[config.mk]
export PLATFORM = sky130hd
export DESIGN_NAME = uart_rx_deserializer
export DESIGN_NICKNAME = d
export VERILOG_FILES = /design/src/rtl/uart_rx_deserializer.sv
export SDC_FILE = /design/constraint.sdc
export NUM_CORES = 1
export LEC_CHECK = 0
export BUFFER_PORTS_ARGS = -buffer_cell sky130_fd_sc_hd__buf_2
export CORE_UTILIZATION = 30
export CTS_CLUSTER_DIAMETER = 150
export DETAILED_ROUTE_END_ITERATION = 6
export GPL_TIMING_DRIVEN = 0
export PLACE_DENSITY_LB_ADDON = 0.15
export SETUP_SLACK_MARGIN = 0.5
export SYNTH_ARGS = -nofsm -noshare
export SYNTH_HDL_FRONTEND = slang
export SYNTH_SLANG_ARGS = --single-unit
[constraint.sdc]
create_clock -name clk -period 2.9 [get_ports clk]
set_input_delay 0.725 -clock clk [delete_from_list [all_inputs] [get_ports clk]]
set_output_delay 0.725 -clock clk [all_outputs]
set_load 0.1 [all_outputs]
[src/rtl/uart_rx_deserializer.sv]
// UART receive framing engine: start/data/stop tracking with mid-bit sampling.
// Delivers good words with a one-cycle valid pulse and flags bad stop bits.
module uart_rx_deserializer #(
   parameter int CLOCKS_PER_BIT = 8,
   parameter int DATA_BITS      = 8
) (
   input  logic                 clk,
   input  logic                 reset,
   input  logic                 serial_in_synced,
   output logic [DATA_BITS-1:0] data_out,
   output logic                 data_valid,
   output logic                 framing_error,
   output logic                 busy
);

   localparam int CW = $clog2(CLOCKS_PER_BIT);
   localparam int BW = $clog2(DATA_BITS + 1);

   localparam logic [CW-1:0] HALF = CW'(CLOCKS_PER_BIT / 2 - 1);
   localparam logic [CW-1:0] FULL = CW'(CLOCKS_PER_BIT - 1);
   localparam logic [BW-1:0] LAST = BW'(DATA_BITS - 1);

   typedef enum logic [2:0] {
      IDLE,
      START,
      DATA,
      STOP,
      BRK
   } state_t;

   state_t               state_q;
   logic [CW-1:0]        clk_cnt_q;
   logic [BW-1:0]        bit_cnt_q;
   logic [DATA_BITS-1:0] shift_q;
   logic [DATA_BITS-1:0] data_q;
   logic                 valid_q;
   logic                 ferr_q;
   logic                 busy_q;

   always_ff @(posedge clk) begin
      if (reset) begin
         state_q   <= IDLE;
         clk_cnt_q <= '0;
         bit_cnt_q <= '0;
         shift_q   <= '0;
         data_q    <= '0;
         valid_q   <= 1'b0;
         ferr_q    <= 1'b0;
         busy_q    <= 1'b0;
      end else begin
         valid_q <= 1'b0;
         ferr_q  <= 1'b0;
         unique case (state_q)
            IDLE: begin
               if (!serial_in_synced) begin
                  state_q   <= START;
                  clk_cnt_q <= '0;
                  busy_q    <= 1'b1;
               end
            end
            START: begin
               if (clk_cnt_q == HALF) begin
                  clk_cnt_q <= '0;
                  bit_cnt_q <= '0;
                  if (!serial_in_synced) begin
                     state_q <= DATA;
                  end else begin
                     state_q <= IDLE;
                     busy_q  <= 1'b0;
                  end
               end else begin
                  clk_cnt_q <= clk_cnt_q + CW'(1);
               end
            end
            DATA: begin
               if (clk_cnt_q == FULL) begin
                  clk_cnt_q <= '0;
                  shift_q   <= {serial_in_synced,
                                shift_q[DATA_BITS-1:1]};
                  bit_cnt_q <= bit_cnt_q + BW'(1);
                  if (bit_cnt_q == LAST) begin
                     state_q <= STOP;
                  end
               end else begin
                  clk_cnt_q <= clk_cnt_q + CW'(1);
               end
            end
            STOP: begin
               if (clk_cnt_q == FULL) begin
                  clk_cnt_q <= '0;
                  if (serial_in_synced) begin
                     data_q  <= shift_q;
                     valid_q <= 1'b1;
                     busy_q  <= 1'b0;
                     state_q <= IDLE;
                  end else begin
                     ferr_q  <= 1'b1;
                     state_q <= BRK;
                  end
               end else begin
                  clk_cnt_q <= clk_cnt_q + CW'(1);
               end
            end
            BRK: begin
               // hold until the line recovers so a stuck-low line cannot re-frame
               if (serial_in_synced) begin
                  state_q <= IDLE;
                  busy_q  <= 1'b0;
               end
            end
            default: begin
               state_q <= IDLE;
               busy_q  <= 1'b0;
            end
         endcase
      end
   end

   assign data_out      = data_q;
   assign data_valid    = valid_q;
   assign framing_error = ferr_q;
   assign busy          = busy_q;

endmodule

# Word-level counts from Yosys, hierarchy flattened
# Cells that the tools add are included.
# word_totals
regBits,29
in_bits,3
elab_cells,60
# classes
add_sub_neg,2
eq_ne,13
muxes,23
bitwise,3
reduce_logical,11
# op_table
operator,n
3-bit 2-to-1 mux,10
3-bit case mux with 5 select lines,1
"2-bit != test, second input constant",6
"3-bit by 2-bit equality test with 1-bit output, second input constant",3
3-bit case mux with 3 select lines,1
4-bit 2-to-1 mux,2
4-bit case mux with 2 select lines,1
"3-bit equality test, second input constant",2
1-bit 2-to-1 mux,6
3-bit AND reduction,2
6-bit AND reduction,1
1-bit case mux with 5 select lines,1
"4-bit by 1-bit adder with 4-bit output, second input constant",1
"4-bit by 3-bit equality test with 1-bit output, second input constant",1
2-bit AND reduction,2
4-bit AND reduction,1
"3-bit by 1-bit adder with 3-bit output, second input constant",1
"3-bit by 1-bit equality test with 1-bit output, second input constant",1
3-bit zero test,1
1-bit inverter,3
3-bit nonzero test,1
3-bit OR reduction,1
2-bit 2-to-1 mux,1
2-bit nonzero test,1
2-bit OR reduction,1

# Depth between registers and ports, before layout
# logic_depth
ltp_word,4
ltp_mapped,6
mapped_depth_nobuf,6

# Worst setup path before layout
# No wires, ideal clock.
# synth_path
path_kind,reg-to-output
startpoint,reg busy_q (netlist: busy)
endpoint,out busy
t_arrival_ps,940
setup_slack_ps,1235
path_stages_with_launch,1
cell_sequence,dfxtp_1
# synth_rtl
item,line_no,rtl
"start, declared",38,logic busy_q;
"start signal, assigned",49,busy_q <= 1'b0;
"start signal, assigned",58,busy_q <= 1'b1;
"start signal, assigned",69,busy_q <= 1'b0;
"end, declared",13,output logic busy
# No word-level cell between the ends.

# Worst setup path in the final report
# layout_path
startpoint,reg clk_cnt_q[0]
endpoint,reg data_q[4] (netlist: data_out[4])
# layout_between
elab_chain_len,2
# layout_lines
item,line_no,rtl
"start, declared",32,logic [CW-1:0] clk_cnt_q;
"start signal, assigned",72,clk_cnt_q <= clk_cnt_q + CW'(1);
"start signal, assigned",85,clk_cnt_q <= clk_cnt_q + CW'(1);
"start signal, assigned",101,clk_cnt_q <= clk_cnt_q + CW'(1);
3-bit equality test,89,if (clk_cnt_q == FULL) begin
3-bit AND reduction (no line),--,
"end signal, assigned",92,data_q <= shift_q;
"end, declared",35,logic [DATA_BITS-1:0] data_q;
# No other way between the ends.
# A chain may end at the register's enable or synchronous reset.

==> out/qor.csv <==
metric,value,unit
dieArea,4690,sq um
synth_top_cell_by_area,dfxtp_1,
detailroute.via_count,1170,
crit_buf_inv,0,
start_point_of_the_critical_path,clk_cnt_q[0]$_SDFFE_PP0P_,
yosysWarningCount,0,
drt_pre_antenna_iters,4,
min_path_type,flop to flop,
critPathArrivalTime,2.04,ns
viasPerCell,5.25,
maxClockFrequency,0.528,GHz
synth.ff_latch_count,29,
worst_setup_path_start_kind,flop,
grt_usage,15.6,%
post-cts-setup-buffer-count,0,
path_clk_slew,0.06,ns
final_net_count,180,
grt_pass1_wl,5310,microns
grt_setup_unrepaired,no,
synth-edff-count,0,
fin_crit,1.89,ns
final_min_period_over_clock_period,65.3,%
post_synth_num_cell_types,34,
port-buffer-count,11,
status,completed,
drive_above_1_share,16.2,%
postCtsResizedCells,0,
synth.top_cell.area_share,43.7,%
number_of_h_tree_levels,2,
place_hpwl,2160,microns
top_reg_cell_synth,dfxtp_1,
report.final.slew_viol_count,0,
ys_async_sr_fraction,0,%
crit_path_cell_trace,ha_1 > ha_1 > nand4_1 > o21ai_0 > a21oi_1,
syn-cell-area,1330,sq um
cellPowerDensity,503,nW/um^2
detail_route.wirelength,3120,microns
max-slew-margin-rel,64.6,%
first_iter_violations,58,
detail-route-antenna-nets,0,
yosysMostFrequentCell,dfxtp_1,
slew_at_the_pin_closest_to_its_max_slew_limit,0.532,ns
skew,0.00303,ns
maxCapViolCount,0,
syn_nets,162,
gpl.final_weighted_congestion,0.727,
drc,0,
num_antenna_cells,0,
cts_tree,built,
overflow,0,
seq_area_frac_synth,43.7,%
critical-path-slowest-cell,nand4_1,
area.growth.synth_to_final,15.1,%
dieHeight,68.5,microns
syn-instance-count,154,
clk-insertion-delay-late,0.28,ns
worst_ir_drop_vdd,0.000155,V
final.setup.worst_slack,1.01,ns
timing.final.setup_violations,0,
tns,0,ns
yosys-top-cells-count,"29 x dfxtp_1, 23 x a21oi_1, 17 x nand2_1",
final_hold_viol_count,0,
cts-buffers-inserted,5,
cts_buffer_depth,2,
hp-start,shift_q[0]$_SDFFE_PP0P_,
initial_core_util,32.3,%
clock_sink_count,29,
worst-path-max-fanout,10,
cts-root-buf,clkbuf_8,
worst_setup_slack_before_clock_tree_synthesis,0.891,ns
grt_start_max_net_pins,11,
fin_hold_ws,0.457,ns
floorplan.io_pins,14,
worstSetupEndpointType,flop,
initial_antenna_violation_count,0,
first_global_vias,1126,
critPathTopFamily,adder cells,
finished_core_util,37.1,%
crit_top_cell,ha_1,
fp.coreArea,4120,sq um
layout.cells.non_filler,223,
synth_area_per_cell,8.62,sq um
dp_cells,215,
leakage,0.541,nW
routedWlPerCell,14.0,microns
crit-reg2reg-launch,clk_cnt_q[0]$_SDFFE_PP0P_,
synth_area_leaders,"dfxtp_1 44%, a21oi_1 8.7%, nand3_1 5.3%",
slowest_delay,0.41,ns
cts_hold_buffers,0,
chipWidth,68.5,microns
worst_ep_required_time,3.04,ns
criticalPathCategory,flop to flop,
rows,23,
-- cells in the final DEF, fill, tap and decap left out --
cell / instances
or3_1: 1
nand4bb_4: 1
nand2b_1: 1
clkbuf_1: 9
and3b_1: 1
a31oi_1: 4
nor4b_1: 1
nor2b_1: 1
nand3_1: 14
buf_2: 15
and3_1: 1
dfxtp_1: 29
nand3b_1: 1
a21oi_1: 23
nor3_2: 1
nor3_1: 2
and4_1: 1
o21ai_0: 14
o211ai_1: 1
clkinv_2: 2
nand4b_1: 2
nor2_1: 2
inv_1: 4
and2b_1: 1
clkbuf_8: 5
and4bb_2: 1
mux4_2: 1
nor4_1: 2
o2111ai_1: 1
buf_4: 1
nand4_1: 2
nor3b_1: 4
nand4bb_1: 1
nand2_1: 17
ha_1: 5
buf_6: 1
-- routing by layer --
layer	vias to the layer above	track usage (%)	share of wire (%)
li1	589	-	-
met1	552	19.6	48
met2	25	24.8	45
met3	4	4.93	5.6
met4	0	6.25	1.4
met5	-	0	0
-- state kept, by name, indices dropped and copies added, names as in the netlist --
register       cells
clk_cnt_q          3
data_out           8
data_valid         1
busy               1
framing_error      1
state_q            3
bit_cnt_q          4
shift_q            8
-- through the flow --
step                cell area [sq um]  total power, mW
floorplan                        1330            0.448
detailed placement               1450            0.457
global route                     1530            0.800
global placement                 1450            0.456
CTS                              1530            0.775
finish                           1530            0.769
-- worst min-delay path, stage by stage (launching register included) --
cell     delay [ns]
dfxtp_1        0.31
nand2_1        0.05
a21oi_1        0.05
-- power breakdown --
group	leakage (nW)	internal [mW]	total, mW	switching (mW)
Combinational	0.262	0.0130	0.0429	0.0298
Sequential	0.234	0.402	0.405	0.00254
Clock	0.0450	0.166	0.321	0.155
Total	0.541	0.581	0.769	0.188
-- worst paths after layout --
path | end | slack, ns | cells past startpoint
worst max-delay path | data_out[4]$_SDFFE_PP0P_ | 1.01 | 5
worst min-delay path | shift_q[0]$_SDFFE_PP0P_ | 0.46 | 2
worst max register to register | data_out[4]$_SDFFE_PP0P_ | 1.01 | 5
worst min register to register | shift_q[0]$_SDFFE_PP0P_ | 0.46 | 2
-- layout make-up --
| type | instances | area, sq um |
|---|---|---|
| fill | 426 | 2590 |
| timing repair buffer | 11 | 55.1 |
| inverter | 4 | 15.0 |
| clock buffer | 6 | 72.6 |
| tap | 50 | 62.6 |
| buffer | 14 | 68.8 |
| clock inverter | 2 | 10.0 |
| multi-input combinational | 107 | 663 |
| sequential | 29 | 581 |
-- cells by family (layout without fill, tap and decap cells) --
group	count (synthesis)	count (layout)	synth area share [%]
adder cells (fa/ha/maj)	5	5	4.71
multiplexers	1	1	1.70
flip-flops	29	29	43.7
AO/OA/AOI/OAI	43	43	17.1
AND/OR/NAND/NOR	58	58	26.5
buffers and inverters	18	37	6.31
(Power assumes the default switching activity.)
